`src/rtl/synth_pkg.sv`:
```
// Shared widths, FSM encoding and event types for the synth voice path.
package synth_pkg;

    localparam int NOTE_W = 7;
    localparam int VEL_W  = 7;
    localparam int CH_W   = 4;

    typedef enum logic [1:0] {
        ST_IDLE   = 2'd0,
        ST_SCAN   = 2'd1,
        ST_COMMIT = 2'd2
    } fsm_state_e;

    typedef enum logic {
        EV_OFF = 1'b0,
        EV_ON  = 1'b1
    } ev_type_e;

    typedef struct packed {
        ev_type_e           ev;
        logic [NOTE_W-1:0]  note;
        logic [VEL_W-1:0]   vel;
    } voice_event_t;

    // A press with zero velocity is a release; a press always beats a release.
    function automatic ev_type_e classify(input logic pressed, input logic [VEL_W-1:0] vel);
        return (pressed && (vel != '0)) ? EV_ON : EV_OFF;
    endfunction

endpackage

```
`src/rtl/voice_rank_table.sv`:
```
// LRU rank table: rank 0 = most recently allocated, NUM_VOICES-1 = oldest.
module voice_rank_table #(
    parameter int NUM_VOICES = 4,
    parameter int IDX_W      = $clog2(NUM_VOICES)
) (
    input  logic             clk32,
    input  logic             nreset,
    input  logic             alloc,
    input  logic [IDX_W-1:0] target_idx,
    input  logic [IDX_W-1:0] lookup_idx,
    output logic [IDX_W-1:0] lookup_rank,
    output logic [IDX_W-1:0] oldest_idx
);

    logic [IDX_W-1:0] rank_q [NUM_VOICES];
    logic [IDX_W-1:0] target_rank;

    assign target_rank = rank_q[target_idx];
    assign lookup_rank = rank_q[lookup_idx];

    // Move the allocated voice to the front; voices that were newer than it age by one.
    always_ff @(posedge clk32 or negedge nreset) begin
        if (!nreset) begin
            // NOTE: this small array is reset because its contents are architectural state (a valid permutation), unlike a plain data RAM.
            for (int i = 0; i < NUM_VOICES; i++) rank_q[i] <= IDX_W'(i);
        end else if (alloc) begin
            // NOTE: non-blocking assignments here so every element sees the pre-update target_rank.
            for (int i = 0; i < NUM_VOICES; i++) begin
                if (IDX_W'(i) == target_idx)
                    rank_q[i] <= '0;
                else if (rank_q[i] < target_rank)
                    rank_q[i] <= rank_q[i] + 1'b1;
            end
        end
    end

    // Find the voice holding the highest rank.
    always_comb begin
        oldest_idx = '0;
        for (int i = 0; i < NUM_VOICES; i++)
            if (rank_q[i] == IDX_W'(NUM_VOICES - 1)) oldest_idx = IDX_W'(i);
    end

endmodule

```
`src/rtl/midi_voice_alloc.sv`:
```
// Polyphonic voice allocator: pending buffer, IDLE/SCAN/COMMIT FSM, voice register file.
module midi_voice_alloc
    import synth_pkg::*;
#(
    parameter int          NUM_VOICES   = 4,
    parameter logic [15:0] CHANNEL_MASK = 16'hFFFF
) (
    input  logic                         clk32,
    input  logic                         nreset,
    input  logic                         note_pressed,
    input  logic                         note_released,
    input  logic [NOTE_W-1:0]            note,
    input  logic [VEL_W-1:0]             velocity,
    input  logic [CH_W-1:0]              channel,
    input  logic                         panic,
    output logic [NOTE_W*NUM_VOICES-1:0] voice_note,
    output logic [VEL_W*NUM_VOICES-1:0]  voice_vel,
    output logic [NUM_VOICES-1:0]        voice_gate,
    output logic [NUM_VOICES-1:0]        voice_trig,
    output logic                         busy,
    output logic                         overflow
);

    localparam int IDX_W = $clog2(NUM_VOICES);
    localparam logic [IDX_W-1:0] LAST_IDX = IDX_W'(NUM_VOICES - 1);

    fsm_state_e       state;
    voice_event_t     pend, cur_ev;
    logic             pend_valid;
    logic [IDX_W-1:0] scan_idx, match_idx, free_idx, old_idx, target_idx;
    logic             found_match, found_free;
    logic [IDX_W-1:0] rank_lookup, oldest_idx;
    logic [NOTE_W-1:0] scan_note;
    logic             ev_take, consume, alloc;

    assign ev_take   = (note_pressed | note_released) && CHANNEL_MASK[channel] && !panic;
    assign consume   = (state == ST_IDLE) && pend_valid;
    assign alloc     = (state == ST_COMMIT) && (cur_ev.ev == EV_ON) && !panic;
    assign scan_note = voice_note[int'(scan_idx)*NOTE_W +: NOTE_W];

    voice_rank_table #(
        .NUM_VOICES (NUM_VOICES),
        .IDX_W      (IDX_W)
    ) u_rank (
        .clk32       (clk32),
        .nreset      (nreset),
        .alloc       (alloc),
        .target_idx  (target_idx),
        .lookup_idx  (scan_idx),
        .lookup_rank (rank_lookup),
        .oldest_idx  (oldest_idx)
    );

    // Commit target priority: held same note, then lowest free voice, then oldest.
    always_comb begin
        // NOTE: default assigned first so no path leaves target_idx unassigned (no latch).
        target_idx = old_idx;
        if (found_match)     target_idx = match_idx;
        else if (found_free) target_idx = free_idx;
    end

    // One-entry pending buffer with sticky overflow; panic flushes both.
    always_ff @(posedge clk32 or negedge nreset) begin
        if (!nreset) begin
            pend_valid <= 1'b0;
            pend       <= '0;
            overflow   <= 1'b0;
        end else if (panic) begin
            pend_valid <= 1'b0;
            overflow   <= 1'b0;
        end else begin
            if (consume) pend_valid <= 1'b0;
            if (ev_take) begin
                if (pend_valid) begin
                    overflow <= 1'b1;
                end else begin
                    pend_valid <= 1'b1;
                    pend       <= '{ev: classify(note_pressed, velocity), note: note, vel: velocity};
                end
            end
        end
    end

    // Allocator FSM with the voice register file and registered outputs.
    always_ff @(posedge clk32 or negedge nreset) begin
        if (!nreset) begin
            state       <= ST_IDLE;
            busy        <= 1'b0;
            cur_ev      <= '0;
            scan_idx    <= '0;
            match_idx   <= '0;
            free_idx    <= '0;
            old_idx     <= '0;
            found_match <= 1'b0;
            found_free  <= 1'b0;
            voice_note  <= '0;
            voice_vel   <= '0;
            voice_gate  <= '0;
            voice_trig  <= '0;
        end else if (panic) begin
            state      <= ST_IDLE;
            busy       <= 1'b0;
            voice_gate <= '0;
            voice_trig <= '0;
        end else begin
            voice_trig <= '0;
            case (state)
                ST_IDLE: begin
                    if (pend_valid) begin
                        cur_ev      <= pend;
                        state       <= ST_SCAN;
                        busy        <= 1'b1;
                        scan_idx    <= '0;
                        found_match <= 1'b0;
                        found_free  <= 1'b0;
                        old_idx     <= oldest_idx;
                    end
                end
                ST_SCAN: begin
                    if (!found_match && voice_gate[scan_idx] && (scan_note == cur_ev.note)) begin
                        found_match <= 1'b1;
                        match_idx   <= scan_idx;
                    end
                    if (!found_free && !voice_gate[scan_idx]) begin
                        found_free <= 1'b1;
                        free_idx   <= scan_idx;
                    end
                    if (rank_lookup == LAST_IDX) old_idx <= scan_idx;
                    if (scan_idx == LAST_IDX) state <= ST_COMMIT;
                    else                      scan_idx <= scan_idx + 1'b1;
                end
                ST_COMMIT: begin
                    if (cur_ev.ev == EV_ON) begin
                        voice_note[int'(target_idx)*NOTE_W +: NOTE_W] <= cur_ev.note;
                        voice_vel[int'(target_idx)*VEL_W +: VEL_W]    <= cur_ev.vel;
                        voice_gate[target_idx] <= 1'b1;
                        voice_trig[target_idx] <= 1'b1;
                    end else if (found_match) begin
                        voice_gate[match_idx] <= 1'b0;
                    end
                    state <= ST_IDLE;
                    busy  <= 1'b0;
                end
                default: begin
                    state <= ST_IDLE;
                    busy  <= 1'b0;
                end
            endcase
        end
    end

endmodule
```
`config.mk`:
```
export PLATFORM = sky130hd
export DESIGN_NAME = midi_voice_alloc
export DESIGN_NICKNAME = d
export VERILOG_FILES = /design/src/rtl/synth_pkg.sv /design/src/rtl/voice_rank_table.sv /design/src/rtl/midi_voice_alloc.sv
export SDC_FILE = /design/constraint.sdc
export NUM_CORES = 1
export LEC_CHECK = 0
export ABC_AREA = 1
export BUFFER_PORTS_ARGS = -buffer_cell sky130_fd_sc_hd__buf_2
export CAP_MARGIN = 20
export CORE_MARGIN = 1.5
export CORE_UTILIZATION = 40
export CTS_CLUSTER_DIAMETER = 40
export CTS_CLUSTER_SIZE = 10
export DETAILED_ROUTE_END_ITERATION = 12
export SLEW_MARGIN = 20
export SYNTH_ARGS = -nofsm -noshare
export SYNTH_HDL_FRONTEND = slang
export SYNTH_HIERARCHICAL = 1
export SYNTH_SLANG_ARGS = --single-unit
export TNS_END_PERCENT = 5
```
`constraint.sdc`:
```
create_clock -name clk32 -period 8 [get_ports clk32]
set_input_delay 1.6 -clock clk32 [delete_from_list [all_inputs] [get_ports clk32]]
set_output_delay 1.6 -clock clk32 [all_outputs]
set_load 0.02 [all_outputs]
```
== Word level (Yosys, flattened, before mapping) ==
Memories as Yosys holds them, arrays and structs flattened.
Cells that the tools add are included.

* Flip-flop bits (word level): 117
* Memory bits (read-only): 16
* Input bits: 23
* Output and inout port bits: 66
* Logic and storage cells: 180
* Memories: 1

{| class="wikitable"
|+ Memories
! name !! depth !! width !! rd ports !! clocked after Yosys merged registers in !! wr ports !! line !! source
|-
| (name not given) || 16 || 1 || 1 || 0 || 0 || midi_voice_alloc.sv:36 || <nowiki>assign ev_take = (note_pressed | note_released) && CHANNEL_MASK[channel] && !panic;</nowiki>
|}

* Add/subtract/negate cells: 6
* Multiply operators: 2
* Magnitude comparators: 12
* Equality and inequality tests: 19
* Shift operators: 4
* Muxes and demuxes: 60
* Bitwise logic cells: 8
* Reductions and logical operators: 44

{| class="wikitable"
|+ Operator list
! operator !! count
|-
| $shiftx A7 B33 Y28 || 2
|-
| $bwmux W28 || 2
|-
| $mux W2 || 23
|-
| $neg A5 Y33 || 1
|-
| $shift A7 B33 Y28 const A || 1
|-
| $mux W4 || 7
|-
| $shiftx A28 B6 Y7 || 1
|-
| $mux W1 || 17
|-
| $reduce_and A2 Y1 || 8
|-
| $reduce_and A4 Y1 || 4
|-
| $reduce_bool A2 Y1 || 8
|-
| $reduce_and A3 Y1 || 5
|-
| $eq A2 B2 Y1 const B || 6
|-
| $ne A2 B2 Y1 const B || 6
|-
| $pmux W2 S2 || 3
|-
| $logic_and A1 B1 Y1 || 11
|-
| $add A2 B1 Y2 const B || 5
|-
| $mul A2 B3 Y5 const B || 2
|-
| $lt A2 B3 Y1 const B || 3
|-
| $bmux W2 S2 || 2
|-
| $lt A2 B2 Y1 || 4
|-
| $eq A7 B7 Y1 || 1
|-
| $reduce_bool A7 Y1 || 1
|-
| $ge A3 B3 Y1 const B || 2
|-
| other kinds (18) || 30
|}

== Logic depth before layout (Yosys ltp) ==
* Depth after elaboration: 10
* Mapped depth: 16
* Gate-level depth less buffers: 15

== Hierarchy ==
The synthesis kept the hierarchy.

{| class="wikitable"
|+ Modules (own cells, without submodules)
! module !! instances !! cells an instance !! area each (um^2) !! sequential area each (um^2)
|-
| midi_voice_alloc || 1 || 569 || 5,118.7 || 2,727.6
|-
| voice_rank_table || 1 || 118 || 733.2 || 205.2
|}

== Least setup slack after synthesis ==
OpenSTA, ideal clock, no wires.

* Path type: flip-flop to flip-flop
* Start: register found_free
* End: register u_rank/rank_q[5] (netlist name)
* Library setup time: 117 ps
* Arrival: 2,697 ps
* Required time: 7,883 ps
* Path slack: 5,186 ps
* Cell stages (with the launch flop): 14
* Buffers on the path: 1
* Clock period less this slack: 2,814 ps
* Cell sequence: dfrtp_1 o21ai_0 o21a_1 buf_1 nor2_1 a22o_1 a221oi_1 ha_1 nand2_1 nand2_1 nand2_2 nand2_1 nand2_1 nand2_1

* Cells in the longest elaborated chain, start to end: 9
* Elaborated cells between the ends (all ways): 11
* Classes of those cells: order compare (1); eq/ne (1); mux (6); bitwise (1); reduce/logical (2)

{| class="wikitable"
|+ RTL lines
! what !! line !! source
|-
| start, declared || midi_voice_alloc.sv:31 || <nowiki>logic found_match, found_free;</nowiki>
|-
| start signal, assigned || midi_voice_alloc.sv:95 || <nowiki>found_free <= 1'b0;</nowiki>
|-
| start signal, assigned || midi_voice_alloc.sv:115 || <nowiki>found_free <= 1'b0;</nowiki>
|-
| start signal, assigned || midi_voice_alloc.sv:125 || <nowiki>found_free <= 1'b1;</nowiki>
|-
| $mux W2 (*) || midi_voice_alloc.sv:59 || <nowiki>else if (found_free) target_idx = free_idx;</nowiki>
|-
| $mux W2 (*) || midi_voice_alloc.sv:58 || <nowiki>if (found_match) target_idx = match_idx;</nowiki>
|-
| net target_idx[0] || midi_voice_alloc.sv:30 || <nowiki>logic [IDX_W-1:0] scan_idx, match_idx, free_idx, old_idx, target_idx;</nowiki>
|-
| $not A2 Y3 (not written as such) || voice_rank_table.sv:18 || <nowiki>assign target_rank = rank_q[target_idx];</nowiki>
|-
| $bmux W2 S2 || voice_rank_table.sv:18 ||
|-
| $mux W2 (not written as such) (2 in a row) || voice_rank_table.sv:18 ||
|-
| $lt A2 B2 Y1 || voice_rank_table.sv:31 || <nowiki>else if (rank_q[i] < target_rank)</nowiki>
|-
| $reduce_bool A2 Y1 (no line) || n/a ||
|-
| $reduce_and A2 Y1 (no line) || n/a ||
|-
| end signal, assigned by index || voice_rank_table.sv:32 || <nowiki>rank_q[i] <= rank_q[i] + 1'b1;</nowiki>
|-
| end, declared || voice_rank_table.sv:15 || <nowiki>logic [IDX_W-1:0] rank_q [NUM_VOICES];</nowiki>
|}

Mark *: on every way through the listed nets, which the timed path passes. The rest lies on a longest branch. The select of a mux whose other input is x is not followed.
A chain may end at the register's enable or synchronous reset.

== Final worst setup path ==
* Start: input port panic
* End: register voice_vel[23]

* Cells in the longest elaborated chain, start to end: 2

{| class="wikitable"
|+ RTL lines
! what !! line !! source
|-
| start, declared || midi_voice_alloc.sv:15 || <nowiki>input logic panic,</nowiki>
|-
| $not A1 Y1 (no line) || n/a ||
|-
| $reduce_and A3 Y1 (no line) || n/a ||
|-
| end signal, assigned by index || midi_voice_alloc.sv:135 || <nowiki>voice_vel[int'(target_idx)*VEL_W +: VEL_W] <= cur_ev.vel;</nowiki>
|-
| end, declared || midi_voice_alloc.sv:17 || <nowiki>output logic [VEL_W*NUM_VOICES-1:0] voice_vel,</nowiki>
|}

Every way passes these cells.

==> qor.yml <==
pwr:
  swShare_pct: 39.0
  p_leak_nw: 3.56
  intPower_w: 0.00129
  irDropWorstVdd_uv: 193
  cellPowerDensity_nw_per_um2: 303
  clkPwrFrac_pct: 36.5
  pwr-share-seq_pct: 34.9
  comb_power_share_pct: 28.6
  p_switching_w: 0.000825
logic_synthesis:
  synth_area_um2: 5850
  synth_edf_count: 0
  netlist_top_cells_area: "dfrtp_1 48%, nand2_1 13%, o21ai_0 8.0%, inv_1 4.2%, ha_1 3.4%"
  netlist_instances: 687
  yosysTopAreaCell: "dfrtp_1"
  ys_seq_area_share_pct: 50.1
  ys_seq_elements: 117
  synth.distinct_cells: 37
  syn-num-nets: 726
  synth_top_flop_cell: "dfrtp_1"
  netlist.area_leader.share_pct: 48.3
  synth.most_common_cell: "nand2_1"
  syn_avg_cell_area_um2: 8.52
  synth_common_cells: "199 x nand2_1, 113 x dfrtp_1, 94 x o21ai_0"
  ys_async_sr_fraction_pct: 100
  ys_warn_count: 6
drt:
  wl_per_cell_um: 15.9
  drc: 0
  routed-via-count: 5012
  via_per_inst: 5.21
  drt_first_pass_iters: 5
  wl_um: 15300
  drt_iter0_drc: 302
  ant_nets: 0
final_layout:
  diodes: 0
  drive_gt1_share_pct: 21.3
  synthToLayoutAreaGrowth_pct: 19.2
  fill_cells: 1453
  nets: 804
floorplan:
  core_area_um2: 14400
  num_rows: 44
  floorplan.initialDensity_pct: 40.6
  die_h_um: 124
  fp.dieArea_um2: 15400
  die_width_um: 124
  pin_count: 89
global_route:
  antenna_found_initial: 0
  grt_max_degree: 84
  grt_pass1_wl_um: 25000
  gr-max-usage-layer: "met2"
  gr-usage-met2_pct: 32.9
  grt.total_usage_pct: 21.4
  gr-usage-met1_pct: 29.8
  grt_pass1_vias: 4872
  overflow: 0
  grt_use_met3_pct: 4.49
critical_path:
  slowest_stage: "nor3_4"
  setup.worst_path.start: "panic"
  reg2reg_to: "voice_note[3]"
  required_ps: 8270
  crit_chain: "buf_2, nor3_4, inv_1, o21ai_0, o21ai_0"
  max_stage_delay_ps: 720
  cp-start-kind: "primary input"
  cp_common_cell: "o21ai_0"
  r2r_setup_slack_ps: 4900
  worstReg2RegStart: "found_free"
  reg2regPathDepth: 8
  path_class: "primary input to register"
  crit_end: "voice_vel[23]"
  cp-end-kind: "register"
  cp_max_fo: 32
  arrival_ps: 3580
sta:
  finalHoldViolCount: 0
  setup_tns_ps: 0
  worstMarginPinSlew_ps: 873
  maxSlewViolCount: 0
  final-setup-viol-count: 0
  fin_crit_sh_pct: 41.3
  finalCriticalPeriod_ps: 3310
  clock_skew_ps: 12.5
  rsz0062_at_grt: "no"
  fmax_mhz: 302
  max_slew_margin_pct: 41.8
  whs_ps: 479
clock_network:
  cts_setup_buffers: 0
  cts_resized: 0
  hold_buffers: 0
  cts-root-buf: "clkbuf_16"
  cts_sinks: 117
  clk_pin_slew_worst_paths_ps: 60
  tritoncts: "yes"
  cts_buffers: 17
  clk_latency_ps: 420
  clockBufferDepth: 2
  htree_levels: 4
placed_design:
  gp_congestion: 0.857
  io_buffer_count: 84
  hpwl_um: 10700
flow_run:
  maxCapViolCount: 0
worst_hold_path:
  hold_path_class: "register to register"
outcome:
  outcome: "finished clean"
## logic make-up (layout without fill, tap and decap cells)
logic type | count (synthesis) | count (layout) | share of synthesized area [%]
buf+inv | 99 | 190 | 7.50
simple gates | 299 | 299 | 21.7
mux | 10 | 10 | 1.92
flops | 117 | 117 | 50.1
fa+ha+maj | 16 | 16 | 3.42
compound gates | 146 | 146 | 15.4
## critical path, delay by kind of cell
family / cells / cell delay [ps]
buf+inv: 2 / 800
simple gates: 1 / 720
compound gates: 2 / 440
## flip-flops by register name, summed over array words and instances, names as in the netlist, 2 cells and up
name	flops
scan_idx	2
u_rank/rank_q	8
state	2
voice_trig	4
cur_ev	15
voice_gate	4
voice_vel	28
free_idx	2
old_idx	2
voice_note	28
pend	15
match_idx	2
## metrics by stage
stage,utilization (%),total power (W),worst slack (ps),std cells,area [um^2]
floorplan,-,0.00116,5190,687,5850
global route,48.3,0.00225,4410,962,6970
CTS,48.3,0.00213,4660,962,6970
finish,48.3,0.00211,4690,962,6970
detailed placement,44.1,0.00135,4220,930,6370
global placement,44.1,0.00134,4380,930,6370
## per-layer routing
| layer | wire (um) | vias up |
|---|---|---|
| met3 | 887 | 19 |
| met4 | 218 | 0 |
| met2 | 6980 | 152 |
| met5 | 0 | - |
| met1 | 7190 | 2403 |
| li1 | - | 2438 |
## how the worst min path moves through the flow
stage	startpoint	end	cells after the start
after global routing	pend[5]	cur_ev[5]	2
after global placement	pend[4]	cur_ev[4]	2
final	voice_vel[14]	voice_vel[14]	2
after CTS	pend[2]	cur_ev[2]	2
after detailed placement	pend[2]	cur_ev[2]	2
after floorplan	pend[0]	cur_ev[0]	2
## area by class of cell
cell class | instances | area [um^2] | share of cell area (%)
Clock inverter | 14 | 163 | 2.33
Clock buffer | 18 | 439 | 6.30
Timing Repair Buffer | 88 | 457 | 6.55
Inverter | 70 | 270 | 3.88
Tap cell | 184 | 230 | 3.30
Sequential cell | 117 | 2930 | 42.1
Multi-Input combinational cell | 471 | 2480 | 35.6
## power groups by stage
stage | clock [W] | combinational [W] | sequential, W
2_1_floorplan | 0 | 0.000441 | 0.000720
3_3_place_gp | 0 | 0.000594 | 0.000745
3_5_place_dp | 0 | 0.000605 | 0.000745
4_1_cts | 0.000788 | 0.000608 | 0.000735
5_1_grt | 0.000811 | 0.000689 | 0.000746
6_report | 0.000772 | 0.000604 | 0.000738
## placed cells by master (no fill, tap or decap), types with 10 or more instances in the layout
cell type	n
nand2_1	199
clkbuf_16	17
a21oi_1	21
o21ai_0	94
mux2_2	10
dfrtp_1	113
nand3_1	39
buf_2	83
o41ai_1	13
inv_1	66
ha_1	16
nor2_1	36
Note: power is estimated with default switching activity, not from simulation.
